$ cat src/rtl/wb_regfile_if.sv
// Writeback/decode bus for wb_regfile: W-stage write pair, status, decode and debug reads,
// plus halt/retire status. Master drives the W stage, slave is the register file.
interface wb_regfile_if #(
  parameter int DATA_W = 64,
  parameter int CNT_W  = 32
);
  logic              stall_i;
  logic [2:0]        W_stat_i;
  logic [3:0]        W_icode_i;
  logic [3:0]        W_dstE_i;
  logic [DATA_W-1:0] W_valE_i;
  logic [3:0]        W_dstM_i;
  logic [DATA_W-1:0] W_valM_i;
  logic [3:0]        d_srcA_i;
  logic [3:0]        d_srcB_i;
  logic [DATA_W-1:0] d_rvalA_o;
  logic [DATA_W-1:0] d_rvalB_o;
  logic [3:0]        dbg_addr_i;
  logic [DATA_W-1:0] dbg_data_o;
  logic              halted_o;
  logic [CNT_W-1:0]  retired_o;

  modport master (
    output stall_i, W_stat_i, W_icode_i, W_dstE_i, W_valE_i, W_dstM_i, W_valM_i,
    output d_srcA_i, d_srcB_i, dbg_addr_i,
    input  d_rvalA_o, d_rvalB_o, dbg_data_o, halted_o, retired_o
  );

  modport slave (
    input  stall_i, W_stat_i, W_icode_i, W_dstE_i, W_valE_i, W_dstM_i, W_valM_i,
    input  d_srcA_i, d_srcB_i, dbg_addr_i,
    output d_rvalA_o, d_rvalB_o, dbg_data_o, halted_o, retired_o
  );
endinterface

$ cat src/rtl/wb_regfile.sv
// Y86-64 architectural register file at the writeback stage, with sticky halt and retire counter.
// Optional macro REGFILE_BYPASS_EN: read ports return same-cycle write data (M-port first).
module wb_regfile #(
  parameter int         DATA_W = 64,
  parameter int         CNT_W  = 32,
  parameter logic [3:0] RNONE  = 4'hF
) (
  input  logic       clk_i,
  input  logic       rst_n_i,
  wb_regfile_if.slave bus
);

  localparam logic [2:0] SAOK = 3'd1;
  localparam logic [3:0] INOP = 4'h1;

  typedef enum logic {ST_RUN, ST_HALTED} state_t;

  state_t            r_state;
  logic [CNT_W-1:0]  r_retired;
  logic [DATA_W-1:0] w_rf [16];

  logic w_aok;
  logic w_commit;
  logic w_we_e;
  logic w_we_m;

  // The halting instruction itself never commits: commit requires AOK status.
  assign w_aok    = (bus.W_stat_i == SAOK);
  assign w_commit = ~bus.stall_i & (r_state == ST_RUN) & w_aok;
  assign w_we_e   = w_commit & (bus.W_dstE_i != RNONE);
  assign w_we_m   = w_commit & (bus.W_dstM_i != RNONE);

  genvar gi;
  generate
    for (gi = 0; gi < 16; gi++) begin : g_reg
      if (4'(gi) == RNONE) begin : g_none
        assign w_rf[gi] = '0;
      end else begin : g_store
        logic [DATA_W-1:0] r_reg;
        always_ff @(posedge clk_i or negedge rst_n_i) begin
          if (!rst_n_i) begin
            r_reg <= '0;
          end else if (w_we_m && bus.W_dstM_i == 4'(gi)) begin
            r_reg <= bus.W_valM_i;
          end else if (w_we_e && bus.W_dstE_i == 4'(gi)) begin
            r_reg <= bus.W_valE_i;
          end
        end
        assign w_rf[gi] = r_reg;
      end
    end
  endgenerate

  function automatic logic [DATA_W-1:0] rd_port(input logic [3:0] src);
    logic [DATA_W-1:0] val;
    val = w_rf[src];
`ifdef REGFILE_BYPASS_EN
    if (src != RNONE) begin
      if (w_we_m && bus.W_dstM_i == src)
        val = bus.W_valM_i;
      else if (w_we_e && bus.W_dstE_i == src)
        val = bus.W_valE_i;
    end
`endif
    return val;
  endfunction

  logic [DATA_W-1:0] w_rval_a;
  logic [DATA_W-1:0] w_rval_b;
  logic [DATA_W-1:0] w_dbg;

  always_comb begin
    w_rval_a = rd_port(bus.d_srcA_i);
    w_rval_b = rd_port(bus.d_srcB_i);
    w_dbg    = rd_port(bus.dbg_addr_i);
  end

  assign bus.d_rvalA_o  = w_rval_a;
  assign bus.d_rvalB_o  = w_rval_b;
  assign bus.dbg_data_o = w_dbg;

  // Halt is deferred while stalled; unknown status codes halt just like SHLT/SADR/SINS.
  always_ff @(posedge clk_i or negedge rst_n_i) begin
    if (!rst_n_i) begin
      r_state   <= ST_RUN;
      r_retired <= '0;
    end else begin
      case (r_state)
        ST_RUN: begin
          if (!bus.stall_i && !w_aok)
            r_state <= ST_HALTED;
          if (w_commit && bus.W_icode_i != INOP)
            r_retired <= r_retired + 1'b1;
        end
        default: r_state <= ST_HALTED;
      endcase
    end
  end

  assign bus.halted_o  = (r_state == ST_HALTED);
  assign bus.retired_o = r_retired;

endmodule

$ cat src/flat_wrapper.sv
// flat-port wrapper written by rule: the top's interface ports become plain ports
module wb_regfile_flat 
#(
  parameter int         DATA_W = 64,
  parameter int         CNT_W  = 32,
  parameter logic [3:0] RNONE  = 4'hF
)
  (clk_i, rst_n_i, bus_stall_i, bus_W_stat_i, bus_W_icode_i, bus_W_dstE_i, bus_W_valE_i, bus_W_dstM_i, bus_W_valM_i, bus_d_srcA_i, bus_d_srcB_i, bus_dbg_addr_i, bus_d_rvalA_o, bus_d_rvalB_o, bus_dbg_data_o, bus_halted_o, bus_retired_o);
  wb_regfile_if #(.DATA_W(DATA_W), .CNT_W(CNT_W)) bus_i ();
  input  logic clk_i;
  input  logic rst_n_i;
  input wire logic [$bits(bus_i.stall_i)-1:0] bus_stall_i;
  input wire logic [$bits(bus_i.W_stat_i)-1:0] bus_W_stat_i;
  input wire logic [$bits(bus_i.W_icode_i)-1:0] bus_W_icode_i;
  input wire logic [$bits(bus_i.W_dstE_i)-1:0] bus_W_dstE_i;
  input wire logic [$bits(bus_i.W_valE_i)-1:0] bus_W_valE_i;
  input wire logic [$bits(bus_i.W_dstM_i)-1:0] bus_W_dstM_i;
  input wire logic [$bits(bus_i.W_valM_i)-1:0] bus_W_valM_i;
  input wire logic [$bits(bus_i.d_srcA_i)-1:0] bus_d_srcA_i;
  input wire logic [$bits(bus_i.d_srcB_i)-1:0] bus_d_srcB_i;
  input wire logic [$bits(bus_i.dbg_addr_i)-1:0] bus_dbg_addr_i;
  output wire logic [$bits(bus_i.d_rvalA_o)-1:0] bus_d_rvalA_o;
  output wire logic [$bits(bus_i.d_rvalB_o)-1:0] bus_d_rvalB_o;
  output wire logic [$bits(bus_i.dbg_data_o)-1:0] bus_dbg_data_o;
  output wire logic [$bits(bus_i.halted_o)-1:0] bus_halted_o;
  output wire logic [$bits(bus_i.retired_o)-1:0] bus_retired_o;
  assign bus_i.stall_i = bus_stall_i;
  assign bus_i.W_stat_i = bus_W_stat_i;
  assign bus_i.W_icode_i = bus_W_icode_i;
  assign bus_i.W_dstE_i = bus_W_dstE_i;
  assign bus_i.W_valE_i = bus_W_valE_i;
  assign bus_i.W_dstM_i = bus_W_dstM_i;
  assign bus_i.W_valM_i = bus_W_valM_i;
  assign bus_i.d_srcA_i = bus_d_srcA_i;
  assign bus_i.d_srcB_i = bus_d_srcB_i;
  assign bus_i.dbg_addr_i = bus_dbg_addr_i;
  assign bus_d_rvalA_o = bus_i.d_rvalA_o;
  assign bus_d_rvalB_o = bus_i.d_rvalB_o;
  assign bus_dbg_data_o = bus_i.dbg_data_o;
  assign bus_halted_o = bus_i.halted_o;
  assign bus_retired_o = bus_i.retired_o;
  wb_regfile #(.DATA_W(DATA_W), .CNT_W(CNT_W), .RNONE(RNONE)) u_core (.clk_i(clk_i), .rst_n_i(rst_n_i), .bus(bus_i));
endmodule
$ cat config.mk
export PLATFORM = sky130hd
export DESIGN_NAME = wb_regfile_flat
export DESIGN_NICKNAME = d
export VERILOG_FILES = /design/src/rtl/wb_regfile_if.sv /design/src/rtl/wb_regfile.sv /design/src/flat_wrapper.sv
export SDC_FILE = /design/constraint.sdc
export NUM_CORES = 2
export LEC_CHECK = 0
export CAP_MARGIN = 20
export CORE_AREA = 2 2 389 391
export DETAILED_ROUTE_END_ITERATION = 10
export DIE_AREA = 0 0 391 393
export PLACE_DENSITY = 0.63
export SLEW_MARGIN = 20
export SYNTH_ARGS = -nofsm -noshare
export SYNTH_HDL_FRONTEND = slang
export SYNTH_SLANG_ARGS = --single-unit
$ cat constraint.sdc
create_clock -name clk_i -period 3.45 [get_ports clk_i]
set_input_delay 0.5175 -clock clk_i [delete_from_list [all_inputs] [get_ports clk_i]]
set_output_delay 0.5175 -clock clk_i [all_outputs]
set_load 0.1 [all_outputs]
== Yosys cells after proc, flatten, opt, wreduce, memory -nomap -nowiden ==
Index checks and enable logic that the tools add are counted.

* $lt $le $gt $ge: 3
* Reductions and logical operators: 52
* Muxes and demuxes: 41
* Add/subtract/negate cells: 1
* Bitwise gates (word level): 9
* Equal/unequal tests: 32

{| class="wikitable"
|+ Operator list
! kind !! count
|-
| 64-bit two-way mux || 36
|-
| 64-bit binary-select mux with 4-bit select || 3
|-
| 4-bit == test (second input constant) || 14
|-
| 32-bit by 1-bit adder with 32-bit output (second input constant) || 1
|-
| 4-bit by 3-bit == test with 1-bit output (second input constant) || 8
|-
| 1-bit logical AND || 32
|-
| 2-bit nonzero test || 15
|-
| 4-bit by 2-bit == test with 1-bit output (second input constant) || 4
|-
| 5-bit greater-or-equal comparator (second input constant) || 3
|-
| 4-bit NOT with 5-bit output || 3
|-
| 4-bit by 1-bit == test with 1-bit output (second input constant) || 2
|-
| 4-bit zero test || 2
|-
| 4-bit inequality test (second input constant) || 2
|-
| 1-bit AND || 4
|-
| 4-bit by 1-bit inequality test with 1-bit output (second input constant) || 1
|-
| 3-bit by 1-bit == test with 1-bit output (second input constant) || 1
|-
| 1-bit zero test || 2
|-
| 1-bit two-way mux || 2
|-
| 1-bit NOT || 2
|-
| 2-bit AND reduction || 1
|}

* Input port bits: 158
* Word-level logic and storage cells: 155
* Bits in registers: 993

== Depth between registers and ports, before layout ==
* Depth in word-level cells: 7
* Gate-level depth with buffers: 9
* Mapped depth without buffers: 4

== Least setup slack after synthesis ==
No wires, ideal clock.

* Path type: input -> output
* Start: input bus_d_srcA_i[0]
* End: output bus_d_rvalA_o[13]
* Cell stages on the path: 9
* Arrival time: 3449 ps
* Setup slack: -516 ps
* Path through: clkbuf_1 > buf_2 > buf_2 > nor2b_1 > buf_2 > buf_1 > o2bb2ai_1 > mux2i_1 > a21oi_1

* Word-level cells in the longest chain between the ends: 4

{| class="wikitable"
|+ Ends and longest elaborated chain
! item !! line !! RTL
|-
| start, declared || flat_wrapper.sv:19 || <nowiki>input wire logic [$bits(bus_i.d_srcA_i)-1:0] bus_d_srcA_i;</nowiki>
|-
| 4-bit NOT with 5-bit output (not written as such) || wb_regfile.sv:56 || <nowiki>val = w_rf[src];</nowiki>
|-
| 64-bit binary-select mux with 4-bit select || wb_regfile.sv:56 ||
|-
| 64-bit two-way mux (not written as such) (2 in a row) || wb_regfile.sv:56 ||
|-
| end, declared || flat_wrapper.sv:22 || <nowiki>output wire logic [$bits(bus_i.d_rvalA_o)-1:0] bus_d_rvalA_o;</nowiki>
|}

No other way between the ends. The select of a mux whose other input is x is not followed.

== Final worst setup path ==
* Start: register u_core.g_reg[5].g_store.r_reg[62]
* End: output bus_d_rvalB_o[62]

* Word-level cells in the longest chain between the ends: 3

{| class="wikitable"
|+ Ends and longest elaborated chain
! item !! line !! RTL
|-
| start, declared || wb_regfile.sv:39 || <nowiki>logic [DATA_W-1:0] r_reg;</nowiki>
|-
| start signal, assigned || wb_regfile.sv:44 || <nowiki>r_reg <= bus.W_valM_i;</nowiki>
|-
| start signal, assigned || wb_regfile.sv:46 || <nowiki>r_reg <= bus.W_valE_i;</nowiki>
|-
| 64-bit binary-select mux with 4-bit select || wb_regfile.sv:56 ||
|-
| 64-bit two-way mux (not written as such) (2 in a row) || wb_regfile.sv:56 ||
|-
| end, declared || flat_wrapper.sv:23 || <nowiki>output wire logic [$bits(bus_i.d_rvalB_o)-1:0] bus_d_rvalB_o;</nowiki>
|}

No other way between the ends. The select of a mux whose other input is x is not followed.

==> flow_metrics.env <==
export IMPL_outcome="completed"
export IMPL_critical_path_required_ns=2.93
export IMPL_postSynth_asyncResetShare=1.00
export IMPL_routed_wire_length_per_instance_um=31.7
export IMPL_critPathLaunch="u_core.g_reg[5].g_store.r_reg[62]$_DFFE_PN0P_"
export IMPL_cts_sink_count=993
export IMPL_post_synth_inst_count=6894
export IMPL_number_of_flops_mapped_to_enable_cells_by_yosys=0
export IMPL_grt_setup_unrepaired="no"
export IMPL_netlist_top_cells_area="sky130_fd_sc_hd__dfrtp_1, sky130_fd_sc_hd__mux4_2, sky130_fd_sc_hd__mux2i_1, sky130_fd_sc_hd__nand2_1, sky130_fd_sc_hd__a21oi_1"
export IMPL_place_hpwl_um=175000
export IMPL_synth_area_per_cell_sq_um=9.91
export IMPL_die_area_sq_mm=0.154
export IMPL_clkSlewWorstSetupHoldPaths_ns=0.05
export IMPL_yosysWarnings=0
export IMPL_final_hold_viol_count=0
export IMPL_cts_buffers=114
export IMPL_cts_tree="yes"
export IMPL_timing_final_crit_share=0.987
export IMPL_vdd_ir_drop_max_mv=0.342
export IMPL_detail_route_vias_per_cell=6.99
export IMPL_power_frac_clock=0.432
export IMPL_holdWs_ns=0.332
export IMPL_post_cts_gate_resize_count=0
export IMPL_timing_setup_tns_ns=0
export IMPL_grt_start_max_net_pins=93
export IMPL_yosysUniqueCellTypes=54
export IMPL_pwr_share_comb=0.174
export IMPL_power_switching_uw=9110
export IMPL_multi_input_comb_area_sq_mm=0.0410
export IMPL_fp_dieH_um=393
export IMPL_clock_skew_final_ns=0.0442
export IMPL_synth_ff_latch_count=993
export IMPL_insertion_delay_of_the_later_clocked_pin_in_the_worst_skew_pair_ns=0.80
export IMPL_ys_dominant_reg_cell="sky130_fd_sc_hd__dfrtp_1"
export IMPL_grt_first_pass_wirelength_um=420000
export IMPL_drt_wl_total_um=285000
export IMPL_synth_sequential_area_ratio=0.364
export IMPL_synth_cell_area_sq_mm=0.0683
export IMPL_timing_reg2reg_setup_slack_ns=0.86
export IMPL_ys_top_cells_by_count="sky130_fd_sc_hd__dfrtp_1, sky130_fd_sc_hd__nand2_1, sky130_fd_sc_hd__nor2_1"
export IMPL_worst_path_max_fanout=4
export IMPL_globalRouteOverflowTotal=0
export IMPL_grt_pass1_vias=61600
export IMPL_number_of_antenna_violations_at_the_first_check_in_global_routing=25
export IMPL_netSwitchingFraction=0.299
export IMPL_post_synth_top_count_cell="sky130_fd_sc_hd__dfrtp_1"
export IMPL_port_buffers=382
export IMPL_via_count=62800
export IMPL_setup_viol=0
export IMPL_area_growth_syn_to_layout_pct=21.4
export IMPL_clock_fmax_ghz=0.294
export IMPL_synth_fp_nets=7053
export IMPL_gp_congestion=0.905
export IMPL_grtUsageTotal=0.367
export IMPL_hold_buffers=1
export IMPL_clock_root_buffer="sky130_fd_sc_hd__clkbuf_16"
export IMPL_worst_endpoint_arrival_ns=2.89
export IMPL_drt_pass1_iter_count=10
export IMPL_synth_largest_type_area_fraction=0.364
export IMPL_final_max_slew_violation_count=0
export IMPL_reg2regPathDepth=5
export IMPL_fill_cells=12600
export IMPL_ff_latch_area_sq_mm=0.0248
export IMPL_yosysTopAreaCell="sky130_fd_sc_hd__dfrtp_1"
export IMPL_slew_headroom=0.292
export IMPL_cts_repair_timing_setup_buffer_count=0
export IMPL_fin_crit_ns=3.40
export IMPL_drc=0
export IMPL_power_frac_seq=0.394
export IMPL_timing_rr_start="u_core.bus.halted_o$_DFF_PN0_"
export IMPL_die_width_um=391
export IMPL_initial_core_util=0.458
export IMPL_p_leak_uw=0.0361
export IMPL_power_density_mw_per_mm2=368
export IMPL_drc_marker_count_from_the_first_detailed_route_iteration=8978
export IMPL_io_pins=383
export IMPL_final_net_count=7097
export IMPL_num_rows=142
export IMPL_timing_rr_end="u_core.g_reg[14].g_store.r_reg[9]$_DFFE_PN0P_"
export IMPL_cts_htree_levels=3
export IMPL_core_area_sq_mm=0.149
export IMPL_flip_flop_count_of_the_largest_register_all_copies_and_words_added=960
export IMPL_cp_end_kind="primary output"
export IMPL_ant_nets=0
export IMPL_internal_power_uw=21400
export IMPL_max_clock_buf_depth=3
export IMPL_tightest_slew_ns=1.06
export IMPL_min_delay_path_class="in -> async"
export IMPL_max_cap_viol_count=0
export IMPL_drive_above_1_share=0.222
export IMPL_start_kind="flip-flop"
export IMPL_criticalPathCategory="reg -> out"
[worst max-delay path: stages, from the launching register on]
cell                       delay (ns)
sky130_fd_sc_hd__dfrtp_1         0.42
sky130_fd_sc_hd__mux4_2          0.47
sky130_fd_sc_hd__nor2b_1         0.15
sky130_fd_sc_hd__a211oi_1        0.66
sky130_fd_sc_hd__a31oi_2         0.17
sky130_fd_sc_hd__buf_12          0.23
[through the flow]
step	instance area [sq um]	util	total power, uW	cells	setup WS, ns
2_1_floorplan	69000	-	15100	6894	0.0916
3_3_place_gp	78800	0.528	17400	8765	0.263
3_5_place_dp	78800	0.528	17400	8765	0.256
4_1_cts	82800	0.555	30500	8974	0.155
5_1_grt	82900	0.555	31200	8982	0.0176
6_report	82900	0.555	30500	8987	0.0452
[cell type report]
cell class	instances	share of cell area
clock inverters	36	0.00701
multi-input cells	5029	0.495
clock buffers	172	0.0412
diodes	13	0.000393
inverters	66	0.00299
repair buffers	734	0.124
flip-flops and latches	993	0.300
well taps	1944	0.0294
[cells by family (layout without fill, tap and decap cells)]
| kind of cell | Yosys count | after routing | share of synthesized area |
|---|---|---|---|
| AOI/OAI and AO/OA | 1768 | 1768 | 0.171 |
| xor gates and xnor gates | 31 | 31 | 0.00398 |
| adders and majority gates | 1 | 1 | 0.000183 |
| buffers and inverters | 872 | 1008 | 0.0513 |
| DFF | 993 | 993 | 0.364 |
| muxes | 1215 | 1215 | 0.284 |
| other | 0 | 13 | 0 |
| and+or+nand+nor | 2014 | 2014 | 0.126 |
[layer usage]
metal  vias to the layer above  share of wire  global-route usage  wire, um
li1                      25800              -                   -         -
met5                         -        0.00045                   0       129
met4                        22          0.062               0.209     17600
met2                      4617           0.44               0.542    125000
met3                       992           0.13               0.114     37100
met1                     31300           0.37               0.479    105000
[how the worst max path moves through the flow]
stage	to	slack (ns)	depth (start not counted)
2_1_floorplan	bus_d_rvalA_o[13]	0.09	9
3_3_place_gp	bus_d_rvalB_o[47]	0.26	7
3_5_place_dp	bus_d_rvalB_o[47]	0.26	7
4_1_cts	bus_d_rvalB_o[62]	0.15	5
5_1_grt	bus_d_rvalB_o[47]	0.02	5
6_report	bus_d_rvalB_o[62]	0.05	5
[power by group through the flow]
stage | Sequential [uW] | Combinational, uW | Clock (uW)
final | 12000 | 5300 | 13200
after detailed placement | 12200 | 5220 | 0
after floorplan | 12100 | 2950 | 0
after global placement | 12200 | 5190 | 0
after CTS | 12000 | 5240 | 13200
after global routing | 12000 | 5480 | 13700
[cell usage in the layout, fill, tap and decap left out, drive strengths merged, types with 4 or more instances in the layout]
master	instances
a211oi	195
a21oi	619
a221o	29
a222oi	58
a2bb2oi	128
a31oi	405
and2	6
and3	6
and4	4
buf	554
bufinv	12
clkbuf	175
clkdlybuf4s50	176
clkinv	21
dfrtp	993
diode	13
inv	68
mux2i	638
mux4	576
nand2	908
nand2b	7
nand3	17
nand4	9
nor2	757
nor2b	226
nor3	20
nor4	19
nor4b	7
nor4bb	7
o211a	6
o211ai	6
o22ai	128
o2bb2ai	190
or4	4
or4b	4
xnor2	8
xor2	23
Note: power is estimated with default switching activity, not from simulation.
